==> src/rtl/product_highlight_ctrl_if.sv <==
// rtl/product_highlight_ctrl_if.sv - button/frame inputs and highlight outputs of the product highlight controller
//
// Signals:
//   btn_left/right/up/down/select/cancel  debounced one-cycle button pulses
//   frame_start                           one-cycle pulse at start of vertical blank
//   HighlightedProductList                one-hot (or zero) highlight mask
//   cursor_id, selected_id                current cursor / last confirmed product id
//   select_valid                          one-cycle selection event
//   ctrl_state                            00 IDLE, 01 BROWSE, 10 CONFIRM
// Modports: master drives buttons/frame_start, slave is the controller.
interface product_highlight_ctrl_if #(
    parameter int NUM_PRODUCTS = 12
);
    logic                    btn_left;
    logic                    btn_right;
    logic                    btn_up;
    logic                    btn_down;
    logic                    btn_select;
    logic                    btn_cancel;
    logic                    frame_start;
    logic [NUM_PRODUCTS-1:0] HighlightedProductList;
    logic [3:0]              cursor_id;
    logic [3:0]              selected_id;
    logic                    select_valid;
    logic [1:0]              ctrl_state;

    modport master (
        output btn_left, btn_right, btn_up, btn_down, btn_select, btn_cancel, frame_start,
        input  HighlightedProductList, cursor_id, selected_id, select_valid, ctrl_state
    );

    modport slave (
        input  btn_left, btn_right, btn_up, btn_down, btn_select, btn_cancel, frame_start,
        output HighlightedProductList, cursor_id, selected_id, select_valid, ctrl_state
    );
endinterface

==> src/rtl/product_highlight_ctrl.sv <==
// rtl/product_highlight_ctrl.sv - product-grid highlight sequencer with browse/confirm FSM
//
// Ports:
//   clk  system/pixel clock
//   rst  synchronous, active-high reset
//   bus  product_highlight_ctrl_if.slave: buttons and frame_start in;
//        HighlightedProductList, cursor_id, selected_id, select_valid, ctrl_state out
module product_highlight_ctrl #(
    parameter int GRID_COLS       = 4,
    parameter int GRID_ROWS       = 3,
    parameter int NUM_PRODUCTS    = GRID_COLS * GRID_ROWS,
    parameter int BLINK_DIV       = 12500000,
    parameter int TIMEOUT_PERIODS = 20
) (
    input logic                     clk,
    input logic                     rst,
    product_highlight_ctrl_if.slave bus
);

    localparam int BW = (BLINK_DIV > 1) ? $clog2(BLINK_DIV) : 1;
    localparam int TW = $clog2(TIMEOUT_PERIODS + 1);

    typedef enum logic [1:0] {
        IDLE    = 2'b00,
        BROWSE  = 2'b01,
        CONFIRM = 2'b10
    } state_t;

    state_t                  state_q, state_d;
    logic [3:0]              cursor_q, cursor_d;
    logic [3:0]              selected_q, selected_d;
    logic                    sel_valid_q, sel_valid_d;
    logic [NUM_PRODUCTS-1:0] hpl_q, hpl_d;
    logic [BW-1:0]           blink_cnt_q, blink_cnt_d;
    logic                    blink_phase_q, blink_phase_d;
    logic [TW-1:0]           tmo_q, tmo_d;

    logic [3:0]              col, row;
    logic [3:0]              cur_left, cur_right, cur_up, cur_down;
    logic                    ev_cancel, ev_select, ev_left, ev_right, ev_up, ev_down, ev_dir;
    logic                    any_btn, wrap, timeout_hit;
    logic [NUM_PRODUCTS-1:0] onehot, shadow;

    assign col = 4'(int'(cursor_q) % GRID_COLS);
    assign row = 4'(int'(cursor_q) / GRID_COLS);

    // Horizontal moves wrap within the row, vertical moves wrap within the column.
    assign cur_left  = (col == 4'd0) ? 4'(int'(row) * GRID_COLS + GRID_COLS - 1) : cursor_q - 4'd1;
    assign cur_right = (col == 4'(GRID_COLS - 1)) ? 4'(int'(row) * GRID_COLS) : cursor_q + 4'd1;
    assign cur_up    = (row == 4'd0) ? 4'((GRID_ROWS - 1) * GRID_COLS + int'(col))
                                     : 4'(int'(cursor_q) - GRID_COLS);
    assign cur_down  = (row == 4'(GRID_ROWS - 1)) ? col : 4'(int'(cursor_q) + GRID_COLS);

    // One event per cycle: cancel > select > left > right > up > down.
    assign ev_cancel = bus.btn_cancel;
    assign ev_select = !bus.btn_cancel && bus.btn_select;
    assign ev_left   = !bus.btn_cancel && !bus.btn_select && bus.btn_left;
    assign ev_right  = !bus.btn_cancel && !bus.btn_select && !bus.btn_left && bus.btn_right;
    assign ev_up     = !bus.btn_cancel && !bus.btn_select && !bus.btn_left && !bus.btn_right
                       && bus.btn_up;
    assign ev_down   = !bus.btn_cancel && !bus.btn_select && !bus.btn_left && !bus.btn_right
                       && !bus.btn_up && bus.btn_down;
    assign ev_dir    = ev_left || ev_right || ev_up || ev_down;
    assign any_btn   = bus.btn_cancel || bus.btn_select || bus.btn_left || bus.btn_right
                       || bus.btn_up || bus.btn_down;

    assign wrap        = (blink_cnt_q == BW'(BLINK_DIV - 1));
    // The counter reaches TIMEOUT_PERIODS on this wrap; a button in the same cycle wins.
    assign timeout_hit = (state_q != IDLE) && wrap && (tmo_q == TW'(TIMEOUT_PERIODS - 1))
                         && !any_btn;

    assign onehot = NUM_PRODUCTS'(1) << cursor_q;

    always_comb begin
        shadow = '0;
        case (state_q)
            BROWSE:  shadow = onehot;
            CONFIRM: shadow = blink_phase_q ? onehot : '0;
            default: shadow = '0;
        endcase
    end

    always_comb begin
        state_d       = state_q;
        cursor_d      = cursor_q;
        selected_d    = selected_q;
        sel_valid_d   = 1'b0;
        blink_cnt_d   = wrap ? '0 : blink_cnt_q + BW'(1);
        blink_phase_d = wrap ? !blink_phase_q : blink_phase_q;
        tmo_d         = tmo_q;
        // Mask only follows the shadow at frame_start so the image never tears mid-frame.
        hpl_d         = bus.frame_start ? shadow : hpl_q;

        if (wrap && state_q != IDLE) begin
            tmo_d = tmo_q + TW'(1);
        end
        if (any_btn) begin
            tmo_d = '0;
        end

        case (state_q)
            IDLE: begin
                if (ev_dir) begin
                    state_d = BROWSE;
                end
            end
            BROWSE: begin
                if (ev_cancel) begin
                    state_d = IDLE;
                end else if (ev_select) begin
                    state_d       = CONFIRM;
                    blink_cnt_d   = '0;
                    blink_phase_d = 1'b1;
                end else if (ev_left) begin
                    cursor_d = cur_left;
                end else if (ev_right) begin
                    cursor_d = cur_right;
                end else if (ev_up) begin
                    cursor_d = cur_up;
                end else if (ev_down) begin
                    cursor_d = cur_down;
                end else if (timeout_hit) begin
                    state_d = IDLE;
                end
            end
            CONFIRM: begin
                if (ev_cancel) begin
                    state_d = BROWSE;
                end else if (ev_select) begin
                    state_d     = BROWSE;
                    sel_valid_d = 1'b1;
                    selected_d  = cursor_q;
                end else if (timeout_hit) begin
                    state_d = IDLE;
                end
            end
            default: state_d = IDLE;
        endcase

        if (state_d == IDLE) begin
            tmo_d = '0;
        end
    end

    always_ff @(posedge clk) begin
        if (rst) begin
            state_q       <= IDLE;
            cursor_q      <= '0;
            selected_q    <= '0;
            sel_valid_q   <= 1'b0;
            hpl_q         <= '0;
            blink_cnt_q   <= '0;
            blink_phase_q <= 1'b1;
            tmo_q         <= '0;
        end else begin
            state_q       <= state_d;
            cursor_q      <= cursor_d;
            selected_q    <= selected_d;
            sel_valid_q   <= sel_valid_d;
            hpl_q         <= hpl_d;
            blink_cnt_q   <= blink_cnt_d;
            blink_phase_q <= blink_phase_d;
            tmo_q         <= tmo_d;
        end
    end

    assign bus.HighlightedProductList = hpl_q;
    assign bus.cursor_id              = cursor_q;
    assign bus.selected_id            = selected_q;
    assign bus.select_valid           = sel_valid_q;
    assign bus.ctrl_state             = state_q;

endmodule

==> src/flat_wrapper.sv <==
// flat-port wrapper written by rule: the top's interface ports become plain ports
module product_highlight_ctrl_flat 
#(
    parameter int GRID_COLS       = 4,
    parameter int GRID_ROWS       = 3,
    parameter int NUM_PRODUCTS    = GRID_COLS * GRID_ROWS,
    parameter int BLINK_DIV       = 12500000,
    parameter int TIMEOUT_PERIODS = 20
)
  (clk, rst, bus_btn_left, bus_btn_right, bus_btn_up, bus_btn_down, bus_btn_select, bus_btn_cancel, bus_frame_start, bus_HighlightedProductList, bus_cursor_id, bus_selected_id, bus_select_valid, bus_ctrl_state);
  product_highlight_ctrl_if #(.NUM_PRODUCTS(NUM_PRODUCTS)) bus_i ();
  input logic clk;
  input logic rst;
  input wire logic [$bits(bus_i.btn_left)-1:0] bus_btn_left;
  input wire logic [$bits(bus_i.btn_right)-1:0] bus_btn_right;
  input wire logic [$bits(bus_i.btn_up)-1:0] bus_btn_up;
  input wire logic [$bits(bus_i.btn_down)-1:0] bus_btn_down;
  input wire logic [$bits(bus_i.btn_select)-1:0] bus_btn_select;
  input wire logic [$bits(bus_i.btn_cancel)-1:0] bus_btn_cancel;
  input wire logic [$bits(bus_i.frame_start)-1:0] bus_frame_start;
  output wire logic [$bits(bus_i.HighlightedProductList)-1:0] bus_HighlightedProductList;
  output wire logic [$bits(bus_i.cursor_id)-1:0] bus_cursor_id;
  output wire logic [$bits(bus_i.selected_id)-1:0] bus_selected_id;
  output wire logic [$bits(bus_i.select_valid)-1:0] bus_select_valid;
  output wire logic [$bits(bus_i.ctrl_state)-1:0] bus_ctrl_state;
  assign bus_i.btn_left = bus_btn_left;
  assign bus_i.btn_right = bus_btn_right;
  assign bus_i.btn_up = bus_btn_up;
  assign bus_i.btn_down = bus_btn_down;
  assign bus_i.btn_select = bus_btn_select;
  assign bus_i.btn_cancel = bus_btn_cancel;
  assign bus_i.frame_start = bus_frame_start;
  assign bus_HighlightedProductList = bus_i.HighlightedProductList;
  assign bus_cursor_id = bus_i.cursor_id;
  assign bus_selected_id = bus_i.selected_id;
  assign bus_select_valid = bus_i.select_valid;
  assign bus_ctrl_state = bus_i.ctrl_state;
  product_highlight_ctrl #(.GRID_COLS(GRID_COLS), .GRID_ROWS(GRID_ROWS), .NUM_PRODUCTS(NUM_PRODUCTS), .BLINK_DIV(BLINK_DIV), .TIMEOUT_PERIODS(TIMEOUT_PERIODS)) u_core (.clk(clk), .rst(rst), .bus(bus_i));
endmodule
==> config.mk <==
export PLATFORM = sky130hd
export DESIGN_NAME = product_highlight_ctrl_flat
export DESIGN_NICKNAME = d
export VERILOG_FILES = /design/src/rtl/product_highlight_ctrl_if.sv /design/src/rtl/product_highlight_ctrl.sv /design/src/flat_wrapper.sv
export SDC_FILE = /design/constraint.sdc
export NUM_CORES = 1
export LEC_CHECK = 0
export ABC_CLOCK_PERIOD_IN_PS = 2500
export BUFFER_PORTS_ARGS = -buffer_cell sky130_fd_sc_hd__buf_4
export CAP_MARGIN = 20
export CORE_UTILIZATION = 52
export DETAILED_ROUTE_END_ITERATION = 12
export PLACE_DENSITY_LB_ADDON = 0.3
export SLEW_MARGIN = 20
export SYNTH_ARGS = -nofsm -noshare
export SYNTH_HDL_FRONTEND = slang
export SYNTH_SLANG_ARGS = --single-unit
==> constraint.sdc <==
create_clock -name clk -period 2.5 [get_ports clk]
set_clock_uncertainty 0.05 [all_clocks]
set_input_delay 0.25 -clock clk [delete_from_list [all_inputs] [get_ports clk]]
set_output_delay 0.25 -clock clk [all_outputs]
set_load 0.01 [all_outputs]
# [Yosys cells after proc, flatten, opt, wreduce, memory -nomap -nowiden]
# Index checks and enable logic that the tools add are counted.
[totals] reg_bits=53 input_bits=9 wordCells=98
[classes] n_addsub=9 eq_ne=8 shift=1 n_mux=30 bitwise=3 reduce_logical=38
[ops] cell="two-way mux 24 bit" n=4
[ops] cell="two-way mux 4 bit" n=8
[ops] cell="adder 24 x 1 -> 24 bit (second input constant)" n=1
[ops] cell="== test 24 bit (second input constant)" n=1
[ops] cell="one-hot mux 12 bit (2 select lines)" n=1
[ops] cell="two-way mux 2 bit" n=10
[ops] cell="logical AND 1 bit" n=12
[ops] cell="two-way mux 12 bit" n=1
[ops] cell="<< shifter 1 x 4 -> 12 bit (first input constant)" n=1
[ops] cell="AND reduction 5 bit" n=2
[ops] cell="adder 4 x 3 -> 4 bit (second input constant)" n=2
[ops] cell="logical NOT 4 bit" n=2
[ops] cell="logical OR 1 bit" n=8
[ops] cell="logical NOT 1 bit" n=7
[ops] cell="== test 2 bit (second input constant)" n=3
[ops] cell="one-hot mux 2 bit (3 select lines)" n=1
[ops] cell="OR reduction 3 bit" n=2
[ops] cell="adder 5 x 1 -> 5 bit (second input constant)" n=1
[ops] cell="== test 5 bit (second input constant)" n=1
[ops] cell="two-way mux 1 bit" n=5
[ops] cell="adder 4 x 1 -> 4 bit (second input constant)" n=1
[ops] cell="adder 4 x 2 -> 4 bit (first input constant)" n=1
[ops] cell="logical NOT 2 bit" n=2
[ops] cell="!= test 4 x 1 -> 1 bit (second input constant)" n=1
[ops] cell="other kinds (9)" n=11

# [Logic depth before layout (Yosys ltp)]
[logic_depth] ltp_word=17 ltp_mapped=8 depth_no_buf=8

# [Least setup slack after synthesis]
# No wires, ideal clock.
[synth_timing] kind="reg2reg" from="register u_core.cursor_q[0], in the netlist u_core.bus.cursor_id[0]" to="register u_core.cursor_q[3], in the netlist u_core.bus.cursor_id[3]" setup_ns=0.091 arrival_time_ns=2.017 t_required_ns=2.359 slack_ns=0.342 path_stages_with_launch=7 period_less_slack_ns=2.158 path_cell_list="dfxtp_1 -> inv_1 -> ha_1 -> or4b_2 -> a31oi_1 -> o21ai_0 -> a311oi_1"
[synth_via] elab_chain_len=6
[synth_rtl] element="start: declaration" line_no="product_highlight_ctrl.sv:30" rtl="logic [3:0] cursor_q, cursor_d;"
[synth_rtl] element="start signal: assignment" line_no="product_highlight_ctrl.sv:157" rtl="cursor_q <= cursor_d;"
[synth_rtl] element="adder 4 x 3 -> 4 bit" line_no="product_highlight_ctrl.sv:52" rtl="assign cur_down = (row == 4'(GRID_ROWS - 1)) ? col : 4'(int'(cursor_q) + GRID_COLS);"
[synth_rtl] element="two-way mux 4 bit" line_no="product_highlight_ctrl.sv:52"
[synth_rtl] element="two-way mux 4 bit" line_no="product_highlight_ctrl.sv:120" rtl="end else if (ev_down) begin"
[synth_rtl] element="two-way mux 4 bit" line_no="product_highlight_ctrl.sv:118" rtl="end else if (ev_up) begin"
[synth_rtl] element="two-way mux 4 bit" line_no="product_highlight_ctrl.sv:116" rtl="end else if (ev_right) begin"
[synth_rtl] element="two-way mux 4 bit" line_no="product_highlight_ctrl.sv:114" rtl="end else if (ev_left) begin"
# Parallel ways exist; a longest one is shown, timed or not. The select of a mux whose other input is x is not followed.
# A chain may end at the register's enable or synchronous reset.

# [Final worst setup path]
[layout_timing] from="register u_core.state_q[1], in the netlist u_core.bus.ctrl_state[1]" to="register u_core.cursor_q[3], in the netlist u_core.bus.cursor_id[3]"
[layout_via] elab_chain_len=2
[layout_rtl] element="start: declaration" line_no="product_highlight_ctrl.sv:29" rtl="state_t state_q, state_d;"
[layout_rtl] element="start signal: assignment" line_no="product_highlight_ctrl.sv:156" rtl="state_q <= state_d;"
[layout_rtl] element="== test 2 x 1 -> 1 bit" line_no="product_highlight_ctrl.sv:101" rtl="case (state_q)"
[layout_rtl] element="AND reduction 5 bit (no line)"
# Every way passes these cells.

==> impl_results.md <==
* Status: finished, final reports clean
* Clk sinks at 53
* Slowest CP cell: or3b_2
* FMAX at 446.5 MHz
* Share of the synthesized area in the top cell type at 0.3794
* # IOs at 32
* Post-Syn Area at between 2000 and 3000 sq um
* Crit Path Max Fanout at 8
* Worst EP arrival at 2.41 ns
* Max_cap viols at 0
* Initial antenna violation count at 0
* Number of cells on the critical path at 6
* Root buffer cell: clkbuf_8
* Slew headroom at 0.6333
* Die area at 5675 sq um
* Final core occ at 0.6212
* Synth warn at 0
* Antenna cells at 0
* P per Cell Area at 502.3 nW/um^2
* Critical path buffers and inverters at 1
* Clock tree buffer depth at 2
* Setup CP Type: flop to flop
* Number of flops mapped to enable cells by yosys at 0
* Routed Antenna Nets at 0
* Core area at a little over 5000 sq um
* Largest net degree at the start of global routing at 25
* GP Congestion at 0.8543
* Starting DRT DRC Count at 176
* WL/cell at 14.10 microns
* Register area share after synthesis at 0.3794
* Number of global-route vias before repair at 2117
* Hold Path Class: primary input to flop
* Dominant cells by area after synthesis: dfxtp_1 38%, ha_1 7.2%, nor2_1 4.6%, a21oi_1 3.8%, nand4_1 2.9%
* Main flop type after synthesis: dfxtp_1
* Nets at 376
* Worst Hold Depth at 2
* Post-CTS setup buffers at 0
* Clk slew on worst S/H paths at 0.10 ns
* Die width at 75.34 microns
* Cell Rows at 26
* Chip Height at 75.34 microns
* Total Wirelength at ~6000 microns
* PostCTS Resize Cnt at 0
* GRT Total Usage at 0.2239
* Clock tree from TritonCTS: done
* GRT overflow at 0
* Distinct cells, synth at 48
* Fill cell count at between 400 and 500
* # DRC at 0
* Share of layout cells above drive strength 1 at 0.1477
* Reg area at ~1100 sq um
* Final Hold Vio Count at 0
* Syn_nets at 352
* Global-route wire length before repair at between 9000 and 10000 microns
* CTS buffer count at 5
* Initial core utilization at 0.5441
* Top cell type by total area after synthesis: dfxtp_1
* Largest stage delay, worst path at 0.50 ns
* Asr flop ratio synth at 0
* Kind of cell adding the most delay to the critical path: simple AND/OR/NAND/NOR gates
* Area taken by multi-input logic gates at 1599 sq um
* Syn Area/Cell at 8.552 sq um
* Critical path, cell by cell: inv_1 > ha_1 > or3b_2 > nor4_1 > nor2_1 > a311oi_1
* Layout Area Growth over Synthesis at 14.18%
* Slew Limit Fails at 0
* Vias/cell at 5.896
* Tmin final at 2.239 ns
* Worst Tran Pin Value at 0.5451 ns
* Post-DP HPWL at 4175 microns
* Worst VDD drop at 0.3441 mV
* CP required at 2.67 ns
* RSZ-0062 raised after global routing: no
* Final setup violation count at 0
* Cell count after synthesis at 327
* Setup TNS at 0 ns
* Clk_lat worst skew at approximately 0.30 ns
* Crit path capture type: flop
* Final period util at 0.8958
* # port buffers at 31
* Reg2Reg Depth at 6
* Leak at approximately 1.2 nW
* Number of H-tree levels at 2
* Setup ws final at ~0.26 ns
* Drt first pass iters at 5
* Vias post-DR at 2488
* Register bit total from synthesis at 53
* # hold bufs at CTS at 0
* Crit start category: flop
* Dpl ws at 0.3062 ns
[cell usage after synthesis, drive strengths merged, types with 2 or more instances]
cell type	instances
a211oi	5
a21o	2
a21oi	21
a31oi	4
a32oi	8
and2	3
and3b	2
and4	5
buf	6
clkbuf	13
dfxtp	53
ha	16
inv	15
mux2i	4
nand2	17
nand2b	2
nand3	11
nand3b	2
nand4	13
nand4b	2
nor2	34
nor3	8
nor3b	2
nor4	4
nor4bb	2
o21ai	17
o31ai	10
o41ai	2
or3	10
or3b	2
or4	11
xnor2	5
xor2	6
[kinds of logic after synthesis]
kind of cell    share of synthesized area
simple gates                       0.2711
buf+inv                           0.04877
mux                               0.01834
flops                              0.3794
fa+ha+maj                         0.07159
xor+xnor                          0.03445
compound gates                     0.1763
[stage by stage]
stage / power [mW] / area, sq um / cells / hold slack (ns)
2_1_floorplan: 0.9702 / 2796 / 327 / 0.2721
3_3_place_gp: 1.013 / 3074 / 414 / 0.3957
3_5_place_dp: 1.013 / 3074 / 414 / 0.3985
4_1_cts: 1.613 / 3193 / 422 / 0.2317
5_1_grt: 1.662 / 3193 / 422 / 0.2342
6_report: 1.604 / 3193 / 422 / 0.2419
[routing by layer]
layer | vias up | track usage | share of wire
met3 | 6 | 0.05026 | 0.041
met4 | 0 | 0.07407 | 0.0072
met2 | 58 | 0.3304 | 0.45
met5 | - | 0 | 0
li1 | 1256 | - | -
met1 | 1168 | 0.3237 | 0.51
[registers in the layout, indices dropped and copies added (netlist names)]
| name | count |
|---|---|
| u_core.blink_phase_q | 1 |
| u_core.bus.cursor_id | 4 |
| u_core.bus.ctrl_state | 2 |
| u_core.bus.selected_id | 4 |
| u_core.tmo_q | 5 |
| u_core.blink_cnt_q | 24 |
| u_core.bus.select_valid | 1 |
| u_core.bus.HighlightedProductList | 12 |
[layout make-up]
type                    instances  share of cell area
clock buffers                   5             0.02155
repair buffers                 36             0.08464
flip-flops and latches         53              0.3323
multi-input cells             240              0.5008
clock inverters                 3             0.01567
inverters                      15             0.01763
well taps                      70             0.02743
[placed cells by master, fill, tap and decap left out, types with 3 or more instances in the layout]
cell and count:
dfxtp_1 53, buf_4 36, nor2_1 34, a21oi_1 21
nand2_1 17, o21ai_0 16, ha_1 16, inv_1 15
nand4_1 13, nand3_1 10, or3_1 10, or4_1 10
o31ai_1 10, nor3_1 8, a32oi_1 8, xor2_1 6
and4_1 5, xnor2_1 5, a211oi_1 5, clkbuf_8 5
nor4_1 4, a31oi_1 4, mux2i_1 4, and2_1 3
[worst paths after layout]
check	start	slack, ns	to
setup / recovery	u_core.bus.ctrl_state[1]$_SDFF_PP0_	0.26	u_core.bus.cursor_id[3]$_SDFFE_PP0P_
hold / removal	rst	0.24	u_core.bus.selected_id[2]$_SDFFE_PP0P_
hold reg to reg	u_core.blink_cnt_q[0]$_SDFF_PP0_	0.42	u_core.blink_cnt_q[0]$_SDFF_PP0_
setup reg to reg	u_core.bus.ctrl_state[1]$_SDFF_PP0_	0.26	u_core.bus.cursor_id[3]$_SDFFE_PP0P_
[power breakdown]
| part | switching (mW) | internal [mW] |
|---|---|---|
| Sequential | 0.00895 | 0.852 |
| Clock | 0.301 | 0.307 |
| Combinational | 0.0848 | 0.0498 |
| Total | 0.395 | 1.21 |
Power figures use the tool's default switching activity.
